[src/rtl/ysyx_22040127_decode_stage_if.sv]
// ----------------------------------------------------------------------------
// ysyx_22040127_decode_stage_if
// Bundles the IF-side handshake, the EX-side decoded bundle and the stall
// counter of the decode stage.
//   slave  : view taken by the decode stage (drives in_ready and all out_*).
//   master : view taken by the surrounding pipeline or a testbench.
// Signals:
//   in_valid/in_ready/in_inst/in_pc : instruction handshake from IF
//   flush                           : kill held bundle, drop input this cycle
//   out_valid/out_ready             : handshake toward EX
//   out_pc/out_rd/out_rs1/out_rs2/out_type/out_imm and control flags
//   stall_cnt                       : saturating count of load-use bubbles
// ----------------------------------------------------------------------------
interface ysyx_22040127_decode_stage_if #(
  parameter int XLEN  = 64,
  parameter int CNT_W = 32
);
  logic             in_valid;
  logic             in_ready;
  logic [31:0]      in_inst;
  logic [XLEN-1:0]  in_pc;
  logic             flush;
  logic             out_valid;
  logic             out_ready;
  logic [XLEN-1:0]  out_pc;
  logic [4:0]       out_rd;
  logic [4:0]       out_rs1;
  logic [4:0]       out_rs2;
  logic [2:0]       out_type;
  logic [XLEN-1:0]  out_imm;
  logic             out_reg_wen;
  logic             out_memread;
  logic             out_memwrite;
  logic             out_ebreak;
  logic             out_illegal;
  logic [CNT_W-1:0] stall_cnt;

  modport slave (
    input  in_valid, in_inst, in_pc, flush, out_ready,
    output in_ready, out_valid, out_pc, out_rd, out_rs1, out_rs2, out_type,
           out_imm, out_reg_wen, out_memread, out_memwrite, out_ebreak,
           out_illegal, stall_cnt
  );

  modport master (
    output in_valid, in_inst, in_pc, flush, out_ready,
    input  in_ready, out_valid, out_pc, out_rd, out_rs1, out_rs2, out_type,
           out_imm, out_reg_wen, out_memread, out_memwrite, out_ebreak,
           out_illegal, stall_cnt
  );
endinterface

[src/rtl/ysyx_22040127_decode_stage.sv]
// ----------------------------------------------------------------------------
// ysyx_22040127_decode_stage
// Registered RISC-V decode stage between IF and EX. Decodes one instruction
// per handshake into opcode class, register indices, sign-extended immediate
// and control flags, and holds it in an output register toward EX.
// Inserts one bubble when the instruction on the input needs the rd of a
// load currently held in the output register, and counts those bubbles.
// Ports:
//   clk  : clock
//   rst  : synchronous active-high reset
//   bus  : ysyx_22040127_decode_stage_if.slave (handshakes, bundle, counter)
// Type encoding: I=000 U=001 S=010 J=011 R=100 B=101 N=110 X(illegal)=111
// ----------------------------------------------------------------------------
module ysyx_22040127_decode_stage #(
  parameter int XLEN  = 64,
  parameter int CNT_W = 32
) (
  input logic clk,
  input logic rst,
  ysyx_22040127_decode_stage_if.slave bus
);

  typedef enum logic [2:0] {
    T_I = 3'b000,
    T_U = 3'b001,
    T_S = 3'b010,
    T_J = 3'b011,
    T_R = 3'b100,
    T_B = 3'b101,
    T_N = 3'b110,
    T_X = 3'b111
  } inst_type_e;

  localparam logic [6:0] OP_LUI    = 7'b0110111;
  localparam logic [6:0] OP_AUIPC  = 7'b0010111;
  localparam logic [6:0] OP_IMM    = 7'b0010011;
  localparam logic [6:0] OP_LOAD   = 7'b0000011;
  localparam logic [6:0] OP_JALR   = 7'b1100111;
  localparam logic [6:0] OP_JAL    = 7'b1101111;
  localparam logic [6:0] OP_REG    = 7'b0110011;
  localparam logic [6:0] OP_STORE  = 7'b0100011;
  localparam logic [6:0] OP_BRANCH = 7'b1100011;
  localparam logic [6:0] OP_SYSTEM = 7'b1110011;
  localparam logic [6:0] OP_IMM32  = 7'b0011011;
  localparam logic [6:0] OP_REG32  = 7'b0111011;

  localparam logic [31:0] EBREAK_WORD = 32'h0010_0073;

  logic [31:0]     inst;
  logic [6:0]      opcode;
  logic [4:0]      rd;
  logic [4:0]      rs1;
  logic [4:0]      rs2;
  inst_type_e      dec_type;
  logic [31:0]     imm32;
  logic [XLEN-1:0] dec_imm;
  logic            uses_rs1;
  logic            uses_rs2;
  logic            dec_reg_wen;
  logic            hazard;

  assign inst   = bus.in_inst;
  assign opcode = inst[6:0];
  assign rd     = inst[11:7];
  assign rs1    = inst[19:15];
  assign rs2    = inst[24:20];

  // NOTE: every signal written in an always_comb block gets a default on the
  // first line so that no path leaves it unassigned and infers a latch.
  always_comb begin
    dec_type = T_X;
    case (opcode)
      OP_LUI, OP_AUIPC:          dec_type = T_U;
      OP_IMM, OP_LOAD, OP_JALR:  dec_type = T_I;
      OP_JAL:                    dec_type = T_J;
      OP_REG:                    dec_type = T_R;
      OP_STORE:                  dec_type = T_S;
      OP_BRANCH:                 dec_type = T_B;
      OP_SYSTEM:                 dec_type = T_N;
      // Word-sized ops only exist on RV64.
      OP_IMM32:                  dec_type = (XLEN == 64) ? T_I : T_X;
      OP_REG32:                  dec_type = (XLEN == 64) ? T_R : T_X;
      default:                   dec_type = T_X;
    endcase
  end

  // Every immediate fits in 32 bits, so build it there and sign-extend once.
  always_comb begin
    imm32 = '0;
    case (dec_type)
      T_I, T_N: imm32 = {{20{inst[31]}}, inst[31:20]};
      T_S:      imm32 = {{20{inst[31]}}, inst[31:25], inst[11:7]};
      T_B:      imm32 = {{19{inst[31]}}, inst[31], inst[7], inst[30:25],
                         inst[11:8], 1'b0};
      T_U:      imm32 = {inst[31:12], 12'b0};
      T_J:      imm32 = {{11{inst[31]}}, inst[31], inst[19:12], inst[20],
                         inst[30:21], 1'b0};
      default:  imm32 = '0;
    endcase
  end

  assign dec_imm     = XLEN'($signed(imm32));
  assign uses_rs1    = dec_type inside {T_I, T_S, T_R, T_B};
  assign uses_rs2    = dec_type inside {T_S, T_R, T_B};
  assign dec_reg_wen = (dec_type inside {T_I, T_U, T_J, T_R}) && (rd != 5'd0);

  // Load-use: the held bundle is a load whose rd the incoming instruction
  // reads; the load result is not available to EX in time.
  assign hazard = bus.in_valid && bus.out_valid && bus.out_memread &&
                  (bus.out_rd != 5'd0) &&
                  ((uses_rs1 && (rs1 == bus.out_rd)) ||
                   (uses_rs2 && (rs2 == bus.out_rd)));

  assign bus.in_ready = !bus.flush && !hazard && (!bus.out_valid || bus.out_ready);

  // NOTE: state is updated with non-blocking assignments so every register
  // samples the pre-edge values regardless of statement order.
  always_ff @(posedge clk) begin
    if (rst) begin
      // NOTE: the payload is cleared too, not just out_valid, because EX may
      // observe the fields right after reset and expects zeros there.
      bus.out_valid    <= 1'b0;
      bus.out_pc       <= '0;
      bus.out_rd       <= '0;
      bus.out_rs1      <= '0;
      bus.out_rs2      <= '0;
      bus.out_type     <= '0;
      bus.out_imm      <= '0;
      bus.out_reg_wen  <= 1'b0;
      bus.out_memread  <= 1'b0;
      bus.out_memwrite <= 1'b0;
      bus.out_ebreak   <= 1'b0;
      bus.out_illegal  <= 1'b0;
      bus.stall_cnt    <= '0;
    end else if (bus.flush) begin
      bus.out_valid <= 1'b0;
    end else if (bus.in_valid && bus.in_ready) begin
      bus.out_valid    <= 1'b1;
      bus.out_pc       <= bus.in_pc;
      bus.out_rd       <= rd;
      bus.out_rs1      <= rs1;
      bus.out_rs2      <= rs2;
      bus.out_type     <= dec_type;
      bus.out_imm      <= dec_imm;
      bus.out_reg_wen  <= dec_reg_wen;
      bus.out_memread  <= (opcode == OP_LOAD);
      bus.out_memwrite <= (dec_type == T_S);
      bus.out_ebreak   <= (inst == EBREAK_WORD);
      bus.out_illegal  <= (dec_type == T_X);
    end else if (hazard && bus.out_ready) begin
      // The load moves on to EX and a bubble takes its place.
      bus.out_valid <= 1'b0;
      if (bus.stall_cnt != '1) begin
        bus.stall_cnt <= bus.stall_cnt + 1'b1;
      end
    end else if (bus.out_valid && bus.out_ready && !bus.in_valid) begin
      bus.out_valid <= 1'b0;
    end
  end

endmodule
[src/flat_wrapper.sv]
// flat-port wrapper written by rule: the top's interface ports become plain ports
module ysyx_22040127_decode_stage_flat 
#(
  parameter int XLEN  = 64,
  parameter int CNT_W = 32
)
  (clk, rst, bus_in_valid, bus_in_inst, bus_in_pc, bus_flush, bus_out_ready, bus_in_ready, bus_out_valid, bus_out_pc, bus_out_rd, bus_out_rs1, bus_out_rs2, bus_out_type, bus_out_imm, bus_out_reg_wen, bus_out_memread, bus_out_memwrite, bus_out_ebreak, bus_out_illegal, bus_stall_cnt);
  ysyx_22040127_decode_stage_if #(.XLEN(XLEN), .CNT_W(CNT_W)) bus_i ();
  input logic clk;
  input logic rst;
  input wire logic [$bits(bus_i.in_valid)-1:0] bus_in_valid;
  input wire logic [$bits(bus_i.in_inst)-1:0] bus_in_inst;
  input wire logic [$bits(bus_i.in_pc)-1:0] bus_in_pc;
  input wire logic [$bits(bus_i.flush)-1:0] bus_flush;
  input wire logic [$bits(bus_i.out_ready)-1:0] bus_out_ready;
  output wire logic [$bits(bus_i.in_ready)-1:0] bus_in_ready;
  output wire logic [$bits(bus_i.out_valid)-1:0] bus_out_valid;
  output wire logic [$bits(bus_i.out_pc)-1:0] bus_out_pc;
  output wire logic [$bits(bus_i.out_rd)-1:0] bus_out_rd;
  output wire logic [$bits(bus_i.out_rs1)-1:0] bus_out_rs1;
  output wire logic [$bits(bus_i.out_rs2)-1:0] bus_out_rs2;
  output wire logic [$bits(bus_i.out_type)-1:0] bus_out_type;
  output wire logic [$bits(bus_i.out_imm)-1:0] bus_out_imm;
  output wire logic [$bits(bus_i.out_reg_wen)-1:0] bus_out_reg_wen;
  output wire logic [$bits(bus_i.out_memread)-1:0] bus_out_memread;
  output wire logic [$bits(bus_i.out_memwrite)-1:0] bus_out_memwrite;
  output wire logic [$bits(bus_i.out_ebreak)-1:0] bus_out_ebreak;
  output wire logic [$bits(bus_i.out_illegal)-1:0] bus_out_illegal;
  output wire logic [$bits(bus_i.stall_cnt)-1:0] bus_stall_cnt;
  assign bus_i.in_valid = bus_in_valid;
  assign bus_i.in_inst = bus_in_inst;
  assign bus_i.in_pc = bus_in_pc;
  assign bus_i.flush = bus_flush;
  assign bus_i.out_ready = bus_out_ready;
  assign bus_in_ready = bus_i.in_ready;
  assign bus_out_valid = bus_i.out_valid;
  assign bus_out_pc = bus_i.out_pc;
  assign bus_out_rd = bus_i.out_rd;
  assign bus_out_rs1 = bus_i.out_rs1;
  assign bus_out_rs2 = bus_i.out_rs2;
  assign bus_out_type = bus_i.out_type;
  assign bus_out_imm = bus_i.out_imm;
  assign bus_out_reg_wen = bus_i.out_reg_wen;
  assign bus_out_memread = bus_i.out_memread;
  assign bus_out_memwrite = bus_i.out_memwrite;
  assign bus_out_ebreak = bus_i.out_ebreak;
  assign bus_out_illegal = bus_i.out_illegal;
  assign bus_stall_cnt = bus_i.stall_cnt;
  ysyx_22040127_decode_stage #(.XLEN(XLEN), .CNT_W(CNT_W)) u_core (.clk(clk), .rst(rst), .bus(bus_i));
endmodule
[config.mk]
export PLATFORM = sky130hd
export DESIGN_NAME = ysyx_22040127_decode_stage_flat
export DESIGN_NICKNAME = d
export VERILOG_FILES = /design/src/rtl/ysyx_22040127_decode_stage_if.sv /design/src/rtl/ysyx_22040127_decode_stage.sv /design/src/flat_wrapper.sv
export SDC_FILE = /design/constraint.sdc
export NUM_CORES = 1
export LEC_CHECK = 0
export CAP_MARGIN = 10
export CELL_PAD_IN_SITES_DETAIL_PLACEMENT = 1
export CELL_PAD_IN_SITES_GLOBAL_PLACEMENT = 1
export CORE_UTILIZATION = 33
export DETAILED_ROUTE_END_ITERATION = 12
export HOLD_SLACK_MARGIN = 0.03
export PLACE_DENSITY_LB_ADDON = 0.1
export SLEW_MARGIN = 0
export SYNTH_ARGS = -nofsm -noshare
export SYNTH_HDL_FRONTEND = slang
export SYNTH_SLANG_ARGS = --single-unit
[constraint.sdc]
create_clock -name clk -period 3.45 [get_ports clk]
set_input_delay 0.345 -clock clk [delete_from_list [all_inputs] [get_ports clk]]
set_output_delay 0.345 -clock clk [all_outputs]
set_load 0.05 [all_outputs]
Word-level counts from Yosys, hierarchy flattened. Index checks and enable logic that the tools add are counted.

$add $sub $neg: 1. Equal/unequal tests: 23. Muxes and demuxes: 5. Bitwise logic cells: 2. Reduce and logical (&&, ||, !) cells: 33.

Operators by type and width (count): case mux 32 bit (5 select lines) (1); adder 32 x 1 -> 32 bit (second input constant) (1); equality test 32 x 21 -> 1 bit (second input constant) (1); inequality test 32 bit (second input constant) (1); equality test 7 x 6 -> 1 bit (second input constant) (4); equality test 7 bit (second input constant) (4); equality test 7 x 5 -> 1 bit (second input constant) (3); case mux 3 bit (7 select lines) (1); logical AND 1 bit (13); equality test 3 bit (second input constant) (4); equality test 5 bit (2); nonzero test 5 bit (2); nonzero test 4 bit (2); OR reduction 2 bit (4); equality test 7 x 2 -> 1 bit (second input constant) (1); equality test 3 x 2 -> 1 bit (second input constant) (2); nonzero test 3 bit (2); logical NOT 1 bit (4); AND reduction 4 bit (1); OR reduction 4 bit (1); equality test 3 x 1 -> 1 bit (second input constant) (1); logical NOT 3 bit (1); two-way mux 1 bit (3); logical OR 1 bit (2); other kinds (2) (3).

Bits in registers: 152. Input port bits: 101. Output and inout bits: 185. Logic and storage cells: 77.

Longest topological paths before layout.
Depth after elaboration: 14. Gate-level depth with buffers: 10. Depth with buffers taken out: 7.

Worst setup path before layout. OpenSTA, ideal clock, no wires.

Kind: register to register. From: register u_core.bus.stall_cnt[7] (netlist name). To: register u_core.bus.stall_cnt[1] (netlist name). Library setup time: 0.128 ns. Arrival time: 2.533 ns. Required time: 3.322 ns. Path slack: 0.790 ns. Stages on the path, launching flop included: 9. Path buffers: 1. Clock period less this slack: 2.660 ns. Cell sequence: dfxtp_1 -> nand4_1 -> or4_1 -> nor4_4 -> nor4_1 -> nand2_1 -> buf_4 -> mux2i_1 -> nor2_1.

Cells in the longest elaborated chain, start to end: 2.

Ends and longest elaborated chain: start, declared (RTL line ysyx_22040127_decode_stage_if.sv:42) `out_illegal, stall_cnt`; start signal, assigned (RTL line ysyx_22040127_decode_stage.sv:154) `bus.stall_cnt <= bus.stall_cnt + 1'b1;`; inequality test 32 bit (RTL line ysyx_22040127_decode_stage.sv:153) `if (bus.stall_cnt != '1) begin`; AND reduction 4 bit (no line).

No other way between the ends. A chain may end at the register's enable or synchronous reset.

Worst setup path after layout.
From: input port bus_in_inst[6]. To: output port bus_in_ready.

Cells in the longest elaborated chain, start to end: 11. Elaborated cells on any way between the ends: 29. Classes of those cells: eq/ne: 15; mux: 1; reduce/logical: 13.

Ends and longest elaborated chain: start, declared (RTL line flat_wrapper.sv:12) `input wire logic [$bits(bus_i.in_inst)-1:0] bus_in_inst;`; equality test 7 x 5 -> 1 bit (tied with other cells) (RTL line ysyx_22040127_decode_stage.sv:72) `case (opcode)`; OR reduction 4 bit (no line) (tied with other cells); case mux 3 bit (7 select lines) * (RTL line ysyx_22040127_decode_stage.sv:72); equality test 3 x 2 -> 1 bit (tied with other cells) (RTL line ysyx_22040127_decode_stage.sv:103, ysyx_22040127_decode_stage.sv:104); nonzero test 4 bit or nonzero test 3 bit (tied branches) (RTL line ysyx_22040127_decode_stage.sv:103, ysyx_22040127_decode_stage.sv:104); logical AND 1 bit, on equally long branches (RTL line ysyx_22040127_decode_stage.sv:111, ysyx_22040127_decode_stage.sv:112); logical OR 1 bit * (RTL line ysyx_22040127_decode_stage.sv:111) `((uses_rs1 && (rs1 == bus.out_rd)) ||`; logical AND 1 bit * (RTL line ysyx_22040127_decode_stage.sv:110) `(bus.out_rd != 5'd0) &&`; logical NOT 1 bit * (RTL line ysyx_22040127_decode_stage.sv:114) `assign bus.in_ready = !bus.flush && !hazard && (!bus.out_valid || bus.out_ready);`; logical AND 1 bit * (2 in series) (RTL line ysyx_22040127_decode_stage.sv:114); end, declared (RTL line flat_wrapper.sv:16) `output wire logic [$bits(bus_i.in_ready)-1:0] bus_in_ready;`.

Every way passes the cells marked *; elsewhere a longest branch is shown, timed or not.

==> metrics <==
post-cts sizing count=0; worst hold slack=0.407 ns; clk sink count=152; Die W=146 um; Net Switching=1.21 mW; setup TNS=0 ns; crit start category=input port; Post-CTS Hold Buffers=0; CORE AREA=20400 um2; Nets=1206; outcome=finished, final reports clean; RSZ-0062 raised after global routing=no; # rows=52; I/O Pins=286; Starting Density=0.338; Post-synth EDFFs=0; Layout area overhead=53.0%; crit path DAT=2.60 ns; Worst Reg-to-Reg Cells=8; Seq/Total Area, Yosys=0.442; Port Buffers=285; min-delay worst type=input port to register; YS warnings=0; TritonCTS clock tree=yes; fin. max-slew vios=0; Max VDD drop=0.318 mV; total number of H-tree levels=4; Cell variety after synth=60; root buffer cell=clkbuf_16; FF-to-FF Start=u_core.bus.stall_cnt[7]$_SDFFE_PP0P_; Max Clk Rate=339 MHz; Post-Layout Inst Area=10500 um2; final hold viol count=0; layout cell share with drive strength beyond 1=0.0761; Setup-failing EPs final=0; Main synth FF type=dfxtp_1; GRT Residual Overflow=0; CTS Buf Count=17; clk_lat worst skew=0.42 ns; initial antenna violation count=1; Chip Height=146 um; first-pass GRT wire length=38.8 mm; Post-Place Cells=1355; worst-path cell chain=clkdlybuf4s50_1 > or3b_1 > a21o_1 > a21oi_1 > o22ai_2 > nand2b_1 > and2_1 > buf_12; DRC=0; Slew HR=0.314; final period utilization=0.855; Post-Synthesis Cell Area=6890 um2; Critical Path Source=bus_in_inst[6]; Max-cap violations=0; clock network power share=0.438; Reg2Reg Capture Point=u_core.bus.stall_cnt[1]$_SDFFE_PP0P_; switching share of power=0.270; routed len/inst=17.6 um; Tmin final=2.95 ns; DRT Wirelength=24.4 mm; GP Congestion=0.852; DP Area=9920 um2; Slew @ Worst Pin=1.03 ns; Fillers=2415; gr usage total=0.227; Post-DRT Antenna Nets=0; largest net degree at the start of global routing=100; Critical Path Sink=bus_in_ready; Crit Path Category=input port to output pin; Req. time, crit path=3.11 ns; vias per inst=5.06; share of flip-flops with an asynchronous set or reset=0; Setup Skew=0.0152 ns; Internal=3.26 mW; Vias=7029; synthesized area per cell=8.05 um2; Clock Path Buffers=2; DRT Pass-1 Iters=4; sequential share of power=0.410; Leak=3.65 nW; Post-Syn Nets=958; power density cells=424 nW/um2; CTS clock-pin slew for the worst setup and hold paths=0.06 ns; Post-Syn Instances=856; Gate power share=0.152; CP max stage cell=clkdlybuf4s50_1; detailed placement HPWL=17.4 mm; Setup crit end kind=output pin; r2r setup slk=0.73 ns; most frequent cells in the layout=283 x clkdlybuf4s50_1, 190 x nand2_1, 152 x dfxtp_1; critical path's largest stage delay=0.62 ns; vias in the first global route=7033; most common cell after layout, fill and taps aside=clkdlybuf4s50_1; Post-CTS Setup Bufs=0; Worst Path Max Fanout=9; 1st-iter DRT viols=286; Yosys reg bits=152; post-route insts no fill=1388; die area=21500 um2
metal layers:
layer | global-route usage | share of wire
met5 | 0 | 0
met4 | 0.0682 | 0.010
met1 | 0.280 | 0.43
met2 | 0.386 | 0.49
met3 | 0.0600 | 0.066
sequential cells by signal (all words and copies together), names as in the netlist:
signal                   flops
u_core.bus.stall_cnt        32
u_core.bus.out_memread       1
u_core.bus.out_pc           64
u_core.bus.out_type          3
u_core.bus.out_valid         1
u_core.bus.out_rs2           5
u_core.bus.out_rs1           5
u_core.bus.out_memwrite      1
u_core.bus.out_imm          32
u_core.bus.out_reg_wen       1
u_core.bus.out_rd            5
u_core.bus.out_illegal       1
u_core.bus.out_ebreak        1
synthesized netlist by cell type, types with 2 or more instances:
| cell type | instances | area share |
|---|---|---|
| a21oi_1 | 121 | 0.088 |
| a22oi_1 | 6 | 0.0065 |
| and2_1 | 5 | 0.0045 |
| and3_1 | 9 | 0.0082 |
| and4_1 | 4 | 0.0051 |
| buf_2 | 17 | 0.012 |
| buf_4 | 33 | 0.036 |
| clkbuf_1 | 37 | 0.020 |
| dfxtp_1 | 152 | 0.44 |
| inv_1 | 5 | 0.0027 |
| nand2_1 | 190 | 0.10 |
| nand2_2 | 2 | 0.0018 |
| nand2b_1 | 7 | 0.0064 |
| nand3_1 | 32 | 0.023 |
| nand3b_1 | 34 | 0.037 |
| nand4_1 | 13 | 0.012 |
| nor2_1 | 44 | 0.024 |
| nor2b_1 | 2 | 0.0018 |
| nor3_1 | 9 | 0.0065 |
| nor4_1 | 8 | 0.0073 |
| nor4_4 | 3 | 0.0093 |
| nor4b_1 | 2 | 0.0025 |
| o21a_1 | 2 | 0.0022 |
| o21ai_0 | 12 | 0.0087 |
| o21ai_1 | 3 | 0.0022 |
| o22ai_1 | 2 | 0.0018 |
| o31ai_1 | 30 | 0.033 |
| o41ai_1 | 2 | 0.0025 |
| or2_2 | 2 | 0.0018 |
| or3_1 | 7 | 0.0064 |
| or4_1 | 9 | 0.0098 |
| xnor2_1 | 5 | 0.0064 |
| xor2_1 | 20 | 0.025 |
final cells by class:
cell class | instances | area [um2] | share of cell area
Antenna cell | 1 | 2.50 | 0.000237
Clock buffer | 20 | 457 | 0.0433
Multi-Input combinational cell | 610 | 3360 | 0.319
Timing Repair Buffer | 318 | 3160 | 0.300
Inverter | 5 | 18.8 | 0.00178
Sequential cell | 152 | 3040 | 0.289
Tap cell | 270 | 338 | 0.0320
Clock inverter | 12 | 166 | 0.0158
cell families (layout without fill, tap and decap cells):
logic type / after synthesis / after routing / synth area share
buffers and inverters: 94 / 355 / 0.0734
AND/OR/NAND/NOR: 390 / 390 / 0.284
AO/OA/AOI/OAI: 192 / 192 / 0.165
multiplexers: 2 / 2 / 0.00309
XOR/XNOR: 25 / 25 / 0.0318
adder cells (fa/ha/maj): 1 / 1 / 0.00182
flip-flops: 152 / 152 / 0.442
other: 0 / 1 / 0
worst max-delay path, delay by kind of cell:
family	cells	cell delay, ns
AOI/OAI and AO/OA	3	0.68
buffers and inverters	2	0.77
and+or+nand+nor	3	0.80
worst min path at each step:
| stage | start | depth (start not counted) | endpoint |
|---|---|---|---|
| global placement | u_core.bus.out_pc[54]$_SDFFE_PP0P_ | 2 | u_core.bus.out_pc[54]$_SDFFE_PP0P_ |
| finish | rst | 2 | u_core.bus.stall_cnt[3]$_SDFFE_PP0P_ |
| detailed placement | u_core.bus.out_pc[13]$_SDFFE_PP0P_ | 2 | u_core.bus.out_pc[13]$_SDFFE_PP0P_ |
| floorplan | bus_flush | 1 | u_core.bus.out_valid$_SDFFE_PP0P_ |
| CTS | rst | 2 | u_core.bus.stall_cnt[2]$_SDFFE_PP0P_ |
| global route | rst | 2 | u_core.bus.stall_cnt[2]$_SDFFE_PP0P_ |
power by group through the flow:
stage / logic, mW / clock network, mW / registers (mW)
finish: 0.681 / 1.96 / 1.83
global route: 0.722 / 2.09 / 1.84
CTS: 0.686 / 2.01 / 1.83
detailed placement: 0.683 / 0 / 1.87
global placement: 0.680 / 0 / 1.87
floorplan: 0.204 / 0 / 2.03
through the flow:
stage | total power, mW | worst slack, ns | util
finish | 4.47 | 0.502 | 0.518
global route | 4.65 | 0.395 | 0.518
CTS | 4.53 | 0.503 | 0.518
detailed placement | 2.55 | 0.279 | 0.487
global placement | 2.55 | 0.440 | 0.487
floorplan | 2.24 | 0.790 | -
Power figures use the tool's default switching activity.
